`config.mk`:
```
export PLATFORM = sky130hd
export DESIGN_NAME = datapath_p
export DESIGN_NICKNAME = d
export VERILOG_FILES = /design/src/rtl/datapath_p.sv
export SDC_FILE = /design/constraint.sdc
export NUM_CORES = 1
export LEC_CHECK = 0
export ABC_CLOCK_PERIOD_IN_PS = 8000
export CAP_MARGIN = 20
export CORE_UTILIZATION = 45
export CTS_BUF_LIST = sky130_fd_sc_hd__clkbuf_2 sky130_fd_sc_hd__clkbuf_4 sky130_fd_sc_hd__clkbuf_8
export CTS_CLUSTER_SIZE = 30
export DETAILED_ROUTE_END_ITERATION = 6
export SYNTH_ARGS = -nofsm -noshare
export SYNTH_HDL_FRONTEND = slang
export SYNTH_SLANG_ARGS = --single-unit
export TNS_END_PERCENT = 1
```
`constraint.sdc`:
```
create_clock -name Clk -period 8 [get_ports Clk]
set_clock_uncertainty 0.1 [all_clocks]
set_input_delay 1.6 -clock Clk [delete_from_list [all_inputs] [get_ports Clk]]
set_output_delay 1.6 -clock Clk [all_outputs]
set_load 0.01 [all_outputs]
```
`src/rtl/datapath_p.sv`:
```
// rtl/datapath_p.sv - LC-3 style datapath with bus, register file, condition codes and timed memory-read FSM.
// Optional DATAPATH_BUS_CHECK_EN flags simultaneous bus drivers in a sticky BUS_ERR.
module datapath_p #(
    parameter int W       = 16,
    parameter int LED_W   = 12,
    parameter int TIMEOUT = 255
) (
    input  logic             Clk,
    input  logic             Reset_al,
    input  logic [7:0]       LD,
    input  logic [3:0]       GATE,
    input  logic [9:0]       MUXSEL,
    input  logic             MEM_RD,
    input  logic [W-1:0]     MDR_In,
    input  logic             MEM_RDY,
    output logic             MEM_REQ,
    output logic             MDR_VALID,
    output logic             MEM_TO,
    output logic [W-1:0]     IR,
    output logic [W-1:0]     PC,
    output logic [W-1:0]     MAR,
    output logic [W-1:0]     MDR,
    output logic [2:0]       NZP,
    output logic             BEN,
    output logic [LED_W-1:0] LED,
    output logic             BUS_ERR
);
    localparam int CW = $clog2(TIMEOUT + 1);

    typedef enum logic {S_IDLE, S_WAIT} mem_state_e;

    mem_state_e        state_q, state_d;
    logic [CW-1:0]     cnt_q, cnt_d;
    logic [W-1:0]      pc_q, pc_d, ir_q, ir_d, mar_q, mar_d, mdr_q, mdr_d;
    logic [W-1:0]      rf_q [8];
    logic [W-1:0]      rf_d [8];
    logic [2:0]        nzp_q, nzp_d;
    logic              ben_q, ben_d, valid_q, valid_d, to_q, to_d, bus_err_q, bus_err_d;
    logic [LED_W-1:0]  led_q, led_d;

    logic [1:0]        pcmux, addr2mux, aluk;
    logic              addr1mux, sr2mux, sr1mux, drmux;
    logic [2:0]        dr, sr1, sr2;
    logic [W-1:0]      sext11, sext9, sext6, sext5;
    logic [W-1:0]      sr1_val, sr2_val, alu_b, alu_out, addr1, addr2, adder_out, bus;

    assign pcmux    = MUXSEL[1:0];
    assign addr2mux = MUXSEL[3:2];
    assign aluk     = MUXSEL[5:4];
    assign addr1mux = MUXSEL[6];
    assign sr2mux   = MUXSEL[7];
    assign sr1mux   = MUXSEL[8];
    assign drmux    = MUXSEL[9];

    assign sext11 = {{(W-11){ir_q[10]}}, ir_q[10:0]};
    assign sext9  = {{(W-9){ir_q[8]}}, ir_q[8:0]};
    assign sext6  = {{(W-6){ir_q[5]}}, ir_q[5:0]};
    assign sext5  = {{(W-5){ir_q[4]}}, ir_q[4:0]};

    assign dr  = drmux ? 3'd7 : ir_q[11:9];
    assign sr1 = sr1mux ? ir_q[8:6] : ir_q[11:9];
    assign sr2 = ir_q[2:0];

    // Combinational reads: a same-cycle write is seen only after the edge.
    assign sr1_val = rf_q[sr1];
    assign sr2_val = rf_q[sr2];
    assign alu_b   = sr2mux ? sext5 : sr2_val;

    always_comb begin
        alu_out = sr1_val;
        case (aluk)
            2'b00:   alu_out = sr1_val + alu_b;
            2'b01:   alu_out = sr1_val & alu_b;
            2'b10:   alu_out = ~sr1_val;
            default: alu_out = sr1_val;
        endcase
    end

    always_comb begin
        addr1 = addr1mux ? sr1_val : pc_q;
        addr2 = '0;
        case (addr2mux)
            2'b00:   addr2 = sext11;
            2'b01:   addr2 = sext9;
            2'b10:   addr2 = sext6;
            default: addr2 = '0;
        endcase
        adder_out = addr1 + addr2;
    end

    // Fixed priority keeps BUS deterministic even when several gates are on.
    always_comb begin
        bus = '0;
        if (GATE[0])      bus = alu_out;
        else if (GATE[1]) bus = pc_q;
        else if (GATE[2]) bus = adder_out;
        else if (GATE[3]) bus = mdr_q;
    end

    always_comb begin
        pc_d      = pc_q;
        ir_d      = ir_q;
        mar_d     = mar_q;
        nzp_d     = nzp_q;
        ben_d     = ben_q;
        led_d     = led_q;
        rf_d      = rf_q;
        bus_err_d = bus_err_q;
        if (LD[0]) begin
            case (pcmux)
                2'b00:   pc_d = bus;
                2'b01:   pc_d = adder_out;
                2'b10:   pc_d = pc_q + W'(1);
                default: pc_d = pc_q;
            endcase
        end
        if (LD[1]) ir_d  = bus;
        if (LD[2]) mar_d = bus;
        if (LD[4]) ben_d = (ir_q[11] & nzp_q[2]) | (ir_q[10] & nzp_q[1]) | (ir_q[9] & nzp_q[0]);
        if (LD[5]) begin
            if (bus[W-1])      nzp_d = 3'b100;
            else if (bus == '0) nzp_d = 3'b010;
            else               nzp_d = 3'b001;
        end
        if (LD[6]) rf_d[dr] = bus;
        if (LD[7]) led_d = ir_q[LED_W-1:0];
`ifdef DATAPATH_BUS_CHECK_EN
        bus_err_d = bus_err_q | ((GATE & (GATE - 4'd1)) != 4'd0);
`else
        bus_err_d = 1'b0;
`endif
    end

    // Memory read FSM; MDR_VALID is registered so it lines up with the new MDR.
    always_comb begin
        state_d = state_q;
        cnt_d   = cnt_q;
        mdr_d   = mdr_q;
        valid_d = 1'b0;
        to_d    = to_q;
        case (state_q)
            S_IDLE: begin
                if (LD[3]) mdr_d = bus;
                if (MEM_RD) begin
                    state_d = S_WAIT;
                    cnt_d   = '0;
                end
            end
            default: begin
                if (MEM_RDY) begin
                    mdr_d   = MDR_In;
                    valid_d = 1'b1;
                    state_d = S_IDLE;
                end else if (cnt_q == CW'(TIMEOUT - 1)) begin
                    // cnt_q counts finished wait cycles, so this is wait cycle TIMEOUT.
                    mdr_d   = '0;
                    valid_d = 1'b1;
                    to_d    = 1'b1;
                    state_d = S_IDLE;
                end else begin
                    cnt_d = cnt_q + CW'(1);
                end
            end
        endcase
    end

    always_ff @(posedge Clk or negedge Reset_al) begin
        if (!Reset_al) begin
            state_q   <= S_IDLE;
            cnt_q     <= '0;
            pc_q      <= '0;
            ir_q      <= '0;
            mar_q     <= '0;
            mdr_q     <= '0;
            nzp_q     <= '0;
            ben_q     <= 1'b0;
            led_q     <= '0;
            valid_q   <= 1'b0;
            to_q      <= 1'b0;
            bus_err_q <= 1'b0;
            for (int i = 0; i < 8; i++) rf_q[i] <= '0;
        end else begin
            state_q   <= state_d;
            cnt_q     <= cnt_d;
            pc_q      <= pc_d;
            ir_q      <= ir_d;
            mar_q     <= mar_d;
            mdr_q     <= mdr_d;
            nzp_q     <= nzp_d;
            ben_q     <= ben_d;
            led_q     <= led_d;
            valid_q   <= valid_d;
            to_q      <= to_d;
            bus_err_q <= bus_err_d;
            for (int i = 0; i < 8; i++) rf_q[i] <= rf_d[i];
        end
    end

    assign MEM_REQ   = (state_q == S_WAIT);
    assign MDR_VALID = valid_q;
    assign MEM_TO    = to_q;
    assign IR        = ir_q;
    assign PC        = pc_q;
    assign MAR       = mar_q;
    assign MDR       = mdr_q;
    assign NZP       = nzp_q;
    assign BEN       = ben_q;
    assign LED       = led_q;
    assign BUS_ERR   = bus_err_q;
endmodule

```
==> run summary <==
Final #Nets -> 1765
Worst Setup Start Kind -> primary input
Num Clock Sinks -> 219
PortBufs -> 124
Register area share after synthesis -> 0.3832
Netlist cell types -> 83
Tightest Pin Transition -> 1078 ps
Mapped Cells -> 1587
Crit path max-delay cell type -> clkdlybuf4s50_1
Place WS -> 578.1 ps
First-pass GRT wire length -> 74.71 mm
Die area -> 0.03250 mm^2
Critical Path RT -> 8320 ps
MaxCap Viol Count -> 0
R2R depth -> 20
Antenna violations before repair -> 0
Pin count of the biggest net entering global routing -> 97
Cell taking the most area after synthesis -> dfrtp_1
Fill count -> 2903
HPWL Detailed -> 34.09 mm
Synthesized area -> 0.01430 mm^2
Final setup viols -> 0
WP depth -> 20
Via-to-Cell Ratio -> 6.133
Clock Tree Buf Depth -> 3
Synth top area share -> 0.3832
Tot GR Track Use -> 0.2980
Crit path cell chain -> clkdlybuf4s50_1, mux2_1, buf_4, a31oi_1, a32oi_4, mux2i_1, inv_1, ha_1, a21o_1, and4_1, o31ai_1, a211o_1, nand2_1, xor2_1, a221o_1, a21o_1, nor3_2, nor2b_1, and4_1, a22oi_1
Largest delay share family, worst path -> compound AO/OA/AOI/OAI gates
Outcome -> complete, no violations
CTS tree -> done
Cts hold-fix bufs -> 0
Final hold slack -> 380.4 ps
Fraction of registers with async set/reset -> 1.000
Buf+Inv Stages, Crit Path -> 3
#FFs+latches synth -> 219
Top_reg_cell synth -> dfrtp_1
Clk_lat worst skew -> 560 ps
Min setup slack post-route -> 1153 ps
Tcrit/Tclk final -> 0.8559
# IOs -> 126
Hold Crit Depth -> 2
Syn_nets -> 1667
Crit path arrival time -> 7170 ps
Slew Viols, Final -> 0
Syn Area/Cell -> 9.011 um^2
Root Buffer -> clkbuf_8
Final setup TNS -> 0 ps
Die Span Y -> 180.3 um
Core area -> 0.03091 mm^2
Tmin final -> 6847 ps
Via Count -> 12920
GPL Wtd Cong -> 0.9159
Post-synth top cells -> dfrtp_1, nor2_1, a21oi_1
Most numerous cell in the Yosys netlist -> dfrtp_1
Drt first-iter violations -> 1009
Synth top area cells -> dfrtp_1, a21oi_1, mux4_2
# rows -> 64
Slew HR -> 0.2811
Worst hold path type -> reg2reg
Setup Fix Bufs, Post-CTS -> 0
P per Cell Area -> 468.2 mW/mm^2
Post-synth EDFFs -> 0
Average wire per standard cell -> 23.00 um
CTS buffer count -> 40
Leak -> 7.263 nW
RSZ-0062 raised after global routing -> no
Cts repair resizes -> 0
Pwr Total -> 7.913 mW
Layout cells sized above 1 -> 0.1455
Critical path endpoint category -> register
Critical path type -> in2reg
Final Hold Violating Endpoints -> 0
Maximum clock frequency -> 0.1460 GHz
Vias in the first global route -> 12400
CTS HTree Levels -> 2
Post-route DRC -> 0
Routed WL -> 48.47 mm
Starting Density -> 0.4627
ANT cells -> 0
Drt first pass iters -> 6
GRT Residual Overflow -> 0
Crit-path max cell delay -> 850 ps
Area grow syn2layout -> 18.17%
CP max FO -> 11
Peak VDD IR -> 188.0 uV
Die width -> 180.3 um
Synth warn -> 0
Routed Antenna Nets -> 0
Worst-path clk slew -> 70 ps
worst paths after layout:
path                            from        to  slack [ps]
max                        MUXSEL[8]    NZP[0]        1150
min reg2reg                   MEM_TO    MEM_TO         380
min in group asynchronous   Reset_al    LED[3]         920
min                           MEM_TO    MEM_TO         380
max in group asynchronous   Reset_al  rf_q[47]        5340
max reg2reg                    IR[9]    NZP[0]        2080
per-stage QoR:
| step | cell area (um^2) | util | cells |
|---|---|---|---|
| after floorplan | 14300 | - | 1587 |
| after global routing | 16900 | 0.5468 | 2107 |
| after detailed placement | 16040 | 0.5190 | 2038 |
| after CTS | 16870 | 0.5459 | 2106 |
| final | 16900 | 0.5468 | 2107 |
| after global placement | 16010 | 0.5181 | 2037 |
power breakdown:
group	total [mW]	internal [mW]	switching (mW)
registers	2.16	1.60	0.565
logic	4.63	2.03	2.60
clock network	1.12	0.621	0.496
total	7.91	4.25	3.66
worst register-to-register path, stage by stage (launching register included):
cell      delay [ps]
dfrtp_1          880
buf_4            380
mux2i_4          180
buf_4            290
or3_1            400
o211ai_1         230
nand2_1          210
nand2_1          100
o21ai_0           80
ha_1             340
o21ai_0           90
a21oi_1          250
o22ai_1          170
xnor2_1          170
a221o_1          340
nand2_1          100
or4b_1           460
and2_1           190
nor4_1           430
and4_1           300
a22oi_1           90
registers in the layout, indices dropped and copies added (netlist names):
signal and count:
LED 12, IR 16, BEN 1, MDR_VALID 1
rf_q 128, MEM_TO 1, MEM_REQ 1, cnt_q 8
MAR 16, MDR 16, NZP 3, PC 16
cells by family (layout without fill, tap and decap cells):
| logic type | count (synthesis) | count (layout) | share of synthesized area |
|---|---|---|---|
| and+or+nand+nor | 491 | 491 | 0.1580 |
| AOI/OAI and AO/OA | 490 | 490 | 0.2207 |
| DFF | 219 | 219 | 0.3832 |
| buffers and inverters | 170 | 294 | 0.04716 |
| muxes | 135 | 135 | 0.1305 |
| xor gates and xnor gates | 43 | 43 | 0.02633 |
| adders and majority gates | 38 | 38 | 0.03377 |
| other | 1 | 1 | 0.0002622 |
layer usage:
| layer | track usage | vias up | wire length, um |
|---|---|---|---|
| met5 | 0 | - | 0 |
| met4 | 0.1108 | 0 | 1639 |
| met3 | 0.04911 | 95 | 3183 |
| met2 | 0.4678 | 511 | 22100 |
| met1 | 0.4141 | 6320 | 21550 |
| li1 | - | 5996 | - |
area by class of cell:
type                            count  area (um^2)  share of cell area
Timing Repair Buffer              177         1684             0.09965
Tap cell                          396        495.5             0.02932
Inverter                           49        183.9             0.01088
Sequential cell                   219         5482              0.3243
Clock buffer                       63        779.5             0.04612
Clock inverter                      5        51.30            0.003035
Multi-Input combinational cell   1198         8224              0.4866
placed cells by master, fill, tap and decap left out, types with 15 or more instances in the layout:
cell type	netlist	layout
o22ai_1	16	16
mux4_2	35	35
a31oi_1	15	15
nor2_1	171	170
nor2b_1	36	36
o21ai_0	99	97
a21o_1	26	26
nand3_1	27	27
a211oi_1	34	33
ha_1	37	37
buf_4	2	51
inv_1	47	47
dfrtp_1	219	218
nand2_1	152	152
clkbuf_8	0	49
a22oi_1	15	15
clkdlybuf4s50_1	0	123
a21oi_1	160	160
mux2i_1	40	38
mux2_2	58	58
a221oi_1	16	16
xnor2_1	30	30
No activity file was read; power rests on OpenSTA's default activity.
